[config.mk]
export PLATFORM = sky130hd
export DESIGN_NAME = serial_to_parallel_rx
export DESIGN_NICKNAME = d
export VERILOG_FILES = /design/src/rtl/serial_to_parallel_rx.sv
export SDC_FILE = /design/constraint.sdc
export NUM_CORES = 1
export LEC_CHECK = 0
export BUFFER_PORTS_ARGS = -buffer_cell sky130_fd_sc_hd__buf_2
export CORE_ASPECT_RATIO = 1.25
export CORE_MARGIN = 10
export CORE_UTILIZATION = 41
export CTS_CLUSTER_DIAMETER = 200
export CTS_CLUSTER_SIZE = 16
export DETAILED_ROUTE_END_ITERATION = 8
export HOLD_SLACK_MARGIN = 0.1
export PLACE_DENSITY = 0.73
export SYNTH_ARGS = -nofsm -noshare
export SYNTH_HDL_FRONTEND = slang
export SYNTH_SLANG_ARGS = --single-unit
[constraint.sdc]
create_clock -name clk -period 1.5 [get_ports clk]
set_input_delay 0.15 -clock clk [delete_from_list [all_inputs] [get_ports clk]]
set_output_delay 0.15 -clock clk [all_outputs]
set_load 0.05 [all_outputs]
[src/rtl/serial_to_parallel_rx.sv]
// rtl/serial_to_parallel_rx.sv - comma-aligned serial-to-parallel byte receiver
//
// Purpose:
//   Shifts a serial MSB-first bit stream into bytes, hunts for the COM
//   symbol, and declares the lane active once BC_COUNT consecutive COM
//   symbols are seen on the same byte boundary. After that, every byte
//   boundary updates data_out, and non-COM bytes raise valid_out for one cycle.
//
// Ports:
//   clk       in   rising-edge clock
//   reset     in   asynchronous active-low reset
//   data_in   in   serial bit, MSB of each byte first
//   data_out  out  [7:0] last complete byte seen while active
//   valid_out out  one-cycle pulse when data_out holds a payload (non-COM) byte
//   active    out  lane aligned; sticky until reset

module serial_to_parallel_rx #(
  parameter logic [7:0] COM      = 8'hBC,
  parameter int         BC_COUNT = 4
) (
  input  logic       clk,
  input  logic       reset,
  input  logic       data_in,
  output logic [7:0] data_out,
  output logic       valid_out,
  output logic       active
);

  localparam int CW = (BC_COUNT < 2) ? 1 : $clog2(BC_COUNT + 1);

  typedef enum logic [1:0] {
    SEARCH = 2'd0,
    ALIGN  = 2'd1,
    ACTIVE = 2'd2
  } state_t;

  state_t          state_q,     state_d;
  // Only the seven most recent bits are kept: the eighth would shift out
  // before it could be read, since every byte decision looks at nxt.
  logic [6:0]      sr_q,        sr_d;
  logic [2:0]      bit_cnt_q,   bit_cnt_d;
  logic [CW-1:0]   com_cnt_q,   com_cnt_d;
  logic [7:0]      data_out_q,  data_out_d;
  logic            valid_out_q, valid_out_d;
  logic            active_q,    active_d;

  logic [7:0]      nxt;
  logic            is_com;
  logic            boundary;
  logic [CW-1:0]   com_cnt_inc;

  assign nxt         = {sr_q, data_in};
  assign is_com      = (nxt == COM);
  assign boundary    = (bit_cnt_q == 3'd7);
  assign com_cnt_inc = com_cnt_q + CW'(1);

  // State register (all flops)
  always_ff @(posedge clk or negedge reset) begin
    if (!reset) begin
      state_q     <= SEARCH;
      sr_q        <= '0;
      bit_cnt_q   <= '0;
      com_cnt_q   <= '0;
      data_out_q  <= 8'h00;
      valid_out_q <= 1'b0;
      active_q    <= 1'b0;
    end else begin
      state_q     <= state_d;
      sr_q        <= sr_d;
      bit_cnt_q   <= bit_cnt_d;
      com_cnt_q   <= com_cnt_d;
      data_out_q  <= data_out_d;
      valid_out_q <= valid_out_d;
      active_q    <= active_d;
    end
  end

  // Next-state logic
  always_comb begin
    state_d = state_q;
    case (state_q)
      SEARCH: begin
        if (is_com) begin
          state_d = (BC_COUNT <= 1) ? ACTIVE : ALIGN;
        end
      end
      ALIGN: begin
        if (boundary) begin
          if (!is_com) begin
            state_d = SEARCH;
          end else if (com_cnt_inc == CW'(BC_COUNT)) begin
            state_d = ACTIVE;
          end
        end
      end
      ACTIVE:  state_d = ACTIVE;
      default: state_d = SEARCH;
    endcase
  end

  // Datapath / output logic
  always_comb begin
    sr_d        = nxt[6:0];
    bit_cnt_d   = bit_cnt_q;
    com_cnt_d   = com_cnt_q;
    data_out_d  = data_out_q;
    valid_out_d = 1'b0;
    active_d    = (state_d == ACTIVE);
    case (state_q)
      SEARCH: begin
        // A match here is itself the first aligned COM; counting restarts
        // from bit 0 of the following byte.
        bit_cnt_d = 3'd0;
        com_cnt_d = is_com ? CW'(1) : '0;
      end
      ALIGN: begin
        bit_cnt_d = bit_cnt_q + 3'd1;
        if (boundary) begin
          if (is_com) begin
            com_cnt_d = com_cnt_inc;
          end else begin
            bit_cnt_d = 3'd0;
            com_cnt_d = '0;
          end
        end
      end
      ACTIVE: begin
        bit_cnt_d = bit_cnt_q + 3'd1;
        if (boundary) begin
          data_out_d  = nxt;
          valid_out_d = !is_com;
        end
      end
      default: begin
        bit_cnt_d = 3'd0;
        com_cnt_d = '0;
      end
    endcase
  end

  assign data_out  = data_out_q;
  assign valid_out = valid_out_q;
  assign active    = active_q;

endmodule

### Word-level counts from Yosys, hierarchy flattened

Index checks and enable logic that the tools add are counted.

* logic and storage cells: 35
* bits of input ports: 3
* output and inout bits: 10
* flip-flop bits (word level): 25

* add/subtract/negate cells: 2
* reductions and logical operators: 4
* muxes and demuxes: 14
* equal/unequal tests: 7
* bitwise logic cells: 1

Operators with widths (number)
* two-way mux 3 bit: 4
* case mux 3 bit (3 select lines): 1
* equality test 8 bit, second input constant: 1
* two-way mux 2 bit: 4
* adder 3 x 1 -> 3 bit, second input constant: 2
* equality test 3 bit, second input constant: 2
* case mux 2 bit (3 select lines): 1
* case mux 3 bit (2 select lines): 1
* equality test 2 bit, second input constant: 2
* AND reduction 2 bit: 2
* two-way mux 1 bit: 3
* equality test 2 x 1 -> 1 bit, second input constant: 1
* logical NOT 2 bit: 1
* != test 2 bit, second input constant: 1
* logical NOT 1 bit: 1
* inverter 1 bit: 1

### Depth between registers and ports, before layout

* depth in word-level cells: 7
* gate-level depth with buffers: 7
* gate-level depth less buffers: 6

### Worst setup path before layout

OpenSTA, ideal clock, no wires.

* path type: reg2reg
* start: register bit_cnt_q[0]
* end: register data_out_q[0] (netlist: data_out[0])
* slack: 0.027 ns
* arrival: 1.348 ns
* buffers on the path: 1
* required time: 1.375 ns
* period minus slack after synthesis: 1.473 ns
* cell stages (with the launch flop): 6
* library setup time: 0.125 ns
* cell sequence: dfrtp_1 -> ha_1 -> ha_1 -> buf_4 -> nand2_2 -> mux2_2

* word-level cells in the longest chain between the ends: 2

RTL lines
* start: declaration: line 41 `logic [2:0] bit_cnt_q, bit_cnt_d;`
* start signal: assignment: line 70 `bit_cnt_q <= bit_cnt_d;`
* equality test 3 bit: line 54 `assign boundary = (bit_cnt_q == 3'd7);`
* AND reduction 2 bit (no source line)
* end signal: assignment: line 72 `data_out_q <= data_out_d;`
* end: declaration: line 43 `logic [7:0] data_out_q, data_out_d;`

Every way passes these cells.
A chain may end at the register's enable or synchronous reset.

### Final worst setup path

* start: register bit_cnt_q[0]
* end: register data_out_q[7] (netlist: data_out[7])

The elaborated chain is that of the path after synthesis.

==> summary.md <==
| Metric | Value |
|---|---|
| Crit path capture | `data_out[7]$_DFFE_PN0P_` |
| Routed Wire Length | `2500 um` |
| Simple-gate share of the synthesized area | `14.0%` |
| Total global routing overflow | `0` |
| WL/cell | `16.9 um` |
| Max_slew headroom | `63.1%` |
| Placeable core area | `2680 um2` |
| Final antenna-violating net count | `0` |
| Buffers on Ports | `12` |
| Adder-cell area share of the yosys netlist | `8.68%` |
| Final period util | `98.0%` |
| Synth area leader | `dfrtp_1` |
| Most frequent cells in the layout | `dfrtp_1, buf_2, buf_4, mux2_2` |
| Reg2reg start | `bit_cnt_q[0]$_DFF_PN0_` |
| Ports | `13` |
| Slew @ Worst Pin | `554 ps` |
| Power Dens Cells | `779 nW/um2` |
| Diodes inserted | `0` |
| Final hold viol count | `0` |
| Yosys warns | `0` |
| Clk_skew | `1.87 ps` |
| Register bit total from synthesis | `25` |
| Reg2reg end | `data_out[7]$_DFFE_PN0P_` |
| Post-Synth XOR/XNOR Area | `0.759%` |
| Initial antenna violation count | `0` |
| Commonest non-fill, non-tap cell in the layout | `dfrtp_1` |
| CP max stage cell | `dfrtp_1` |
| Synth area leaders | `dfrtp_1, ha_1, mux2_2` |
| Multiplexer share of the synthesized area | `7.81%` |
| Tot GR Track Use | `10.3%` |
| Place WS | `-113 ps` |
| Crit path max-delay family | `adder cells` |
| Worst Path Buf+Inv | `0` |
| Total CTS buffers | `3` |
| Utilization after layout | `53.9%` |
| Row count | `21` |
| Arrival time worst endpoint | `1700 ps` |
| Drt initial violations | `18` |
| Final WS setup | `30.1 ps` |
| # H-tree levels | `1` |
| Critical Path Stages | `4` |
| Root buffer cell | `clkbuf_4` |
| Fmax | `0.680 GHz` |
| Synth-to-Final Area Change | `25.3%` |
| Die area | `5350 um2` |
| Syn_nets | `100` |
| R2R Setup Slk | `30 ps` |
| CP startpoint | `bit_cnt_q[0]$_DFF_PN0_` |
| Most used DFF post-synth | `dfrtp_1` |
| Reg2Reg Depth | `4` |
| EDFF count, synth | `0` |
| Hold WC Path Type | `in2async` |
| Post-synth ARST share | `100%` |
| Yosys top cell area share | `54.2%` |
| Critical path's largest stage delay | `410 ps` |
| Max Cap Violations | `0` |
| Clock-pin slew on the worst setup and hold paths | `130 ps` |
| Post-synthesis cell area | `1150 um2` |
| CP Max Fanout | `9` |
| Status | `complete, no violations` |
| Pre-antenna DRT Iters | `4` |
| Die Y | `79.3 um` |
| Min Tclk post-route | `1470 ps` |
| Global-route wire length before repair | `4350 um` |
| DRC viols | `0` |
| Leakage | `0.000690 uW` |
| Clk Latency, worst-skew pair | `320 ps` |
| Critical path startpoint category | `flip-flop` |
| Cell count after synthesis | `89` |
| Ratio of cells with drive above 1 in the final layout | `45.6%` |
| Seq/Total Area, Yosys | `54.2%` |
| GPL Wtd Cong | `0.825` |
| Setup Crit Path Kind | `reg2reg` |
| Synthesized area per cell | `13.0 um2` |
| # fillers | `246` |
| CP cell instances | `ha_1 > ha_4 > nand2_2 > mux2_2` |
| Via Count | `794` |
| CTS tree | `built` |
| Area fraction in compound gates after synthesis | `12.1%` |
| CTS max path bufs | `2` |
| Final Setup Violations | `0` |
| Final nets | `126` |
| Required time worst endpoint | `1730 ps` |
| Largest family of logic cells by synthesized area | `simple AND/OR/NAND/NOR gates` |
| Crit. End Element | `flip-flop` |
| Vias in the first global route | `956` |
| CTS sink cnt | `25` |
| Unrepaired setup endpoints after global routing | `true` |
| DR vias/cell | `5.36` |
| Overall power | `1130 uW` |
| Final max-slew violation count | `0` |
| Post-synth cell types | `37` |
| Die width | `67.4 um` |
| HPWL after detailed placement | `1800 um` |
| VDD IR max | `0.496 mV` |
| Starting Density | `43.0%` |
| Largest net degree at the start of global routing | `26` |
sequential cells by signal (all words and copies together) (netlist names):
| signal | count |
|---|---|
| active | 1 |
| valid_out | 1 |
| state_q | 2 |
| bit_cnt_q | 3 |
| data_out | 8 |
| sr_q | 7 |
| com_cnt_q | 3 |
cell type report:
cell class              instances  area, um2  area share, %
clock buffers                   3       22.5           1.56
clock inverters                 1       5.00          0.346
inverters                       4       15.0           1.04
multi-input cells              58        587           40.6
flip-flops and latches         25        626           43.3
well taps                      34       42.5           2.94
repair buffers                 23        148           10.2
cells in the mapped netlist (all sizes together) (2+ instances only):
library cell	n
nand2	4
ha	8
buf	2
a22o	2
nor2	3
o31ai	2
inv	4
nor3b	2
and3b	2
dfrtp	25
o21ai	3
mux2	8
a21oi	6
nor2b	2
cells by family after synthesis:
| logic type | Yosys count |
|---|---|
| xor+xnor | 1 |
| simple gates | 22 |
| flops | 25 |
| buf+inv | 6 |
| fa+ha+maj | 8 |
| mux | 8 |
| compound gates | 19 |
how the worst min path moves through the flow:
stage	start	to	slack, ps	cells past startpoint
after floorplan	reset	active$_DFF_PN0_	-150	0
after global placement	reset	com_cnt_q[0]$_DFFE_PN0P_	160	1
after detailed placement	reset	com_cnt_q[0]$_DFFE_PN0P_	170	1
after CTS	reset	state_q[0]$_DFF_PN0_	330	2
after global routing	reset	com_cnt_q[0]$_DFFE_PN0P_	360	2
final	reset	com_cnt_q[0]$_DFFE_PN0P_	320	2
worst register-to-register path, cell delays in order, from the launching register on:
cell,delay (ps)
dfrtp_1,410
ha_1,230
ha_4,190
nand2_2,180
mux2_2,360
what timing repair did:
item                                    CTS  global route
endpoints found under the setup margin   10            13
resized for setup                         5            12
hold buffers                              2             0
pin swaps                                 0             4
setup buffers                             0             4
endpoints found under the hold margin    27             0
metal layers:
layer	global-route usage [%]	share of wire [%]	vias up	routed length (um)
met3	3.51	4.2	7	106
met4	5.14	2.4	0	61
met5	0	0	-	0
li1	-	-	372	-
met2	17.3	51	18	1280
met1	11.2	42	397	1050
through the flow:
step / TNS [ps] / hold WS, ps / instance area (um2) / cells
after floorplan: 0 / -146 / 1150 / 89
after global placement: -15.9 / 159 / 1280 / 138
after detailed placement: -540 / 166 / 1280 / 138
after CTS: 0 / 333 / 1360 / 144
after global routing: -225 / 360 / 1450 / 148
final: 0 / 323 / 1450 / 148
power by group:
| group | total (uW) | switching, uW | internal (uW) |
|---|---|---|---|
| logic | 119 | 68.7 | 50.4 |
| clock network | 305 | 205 | 100 |
| registers | 702 | 13.2 | 689 |
(Power assumes the default switching activity.)
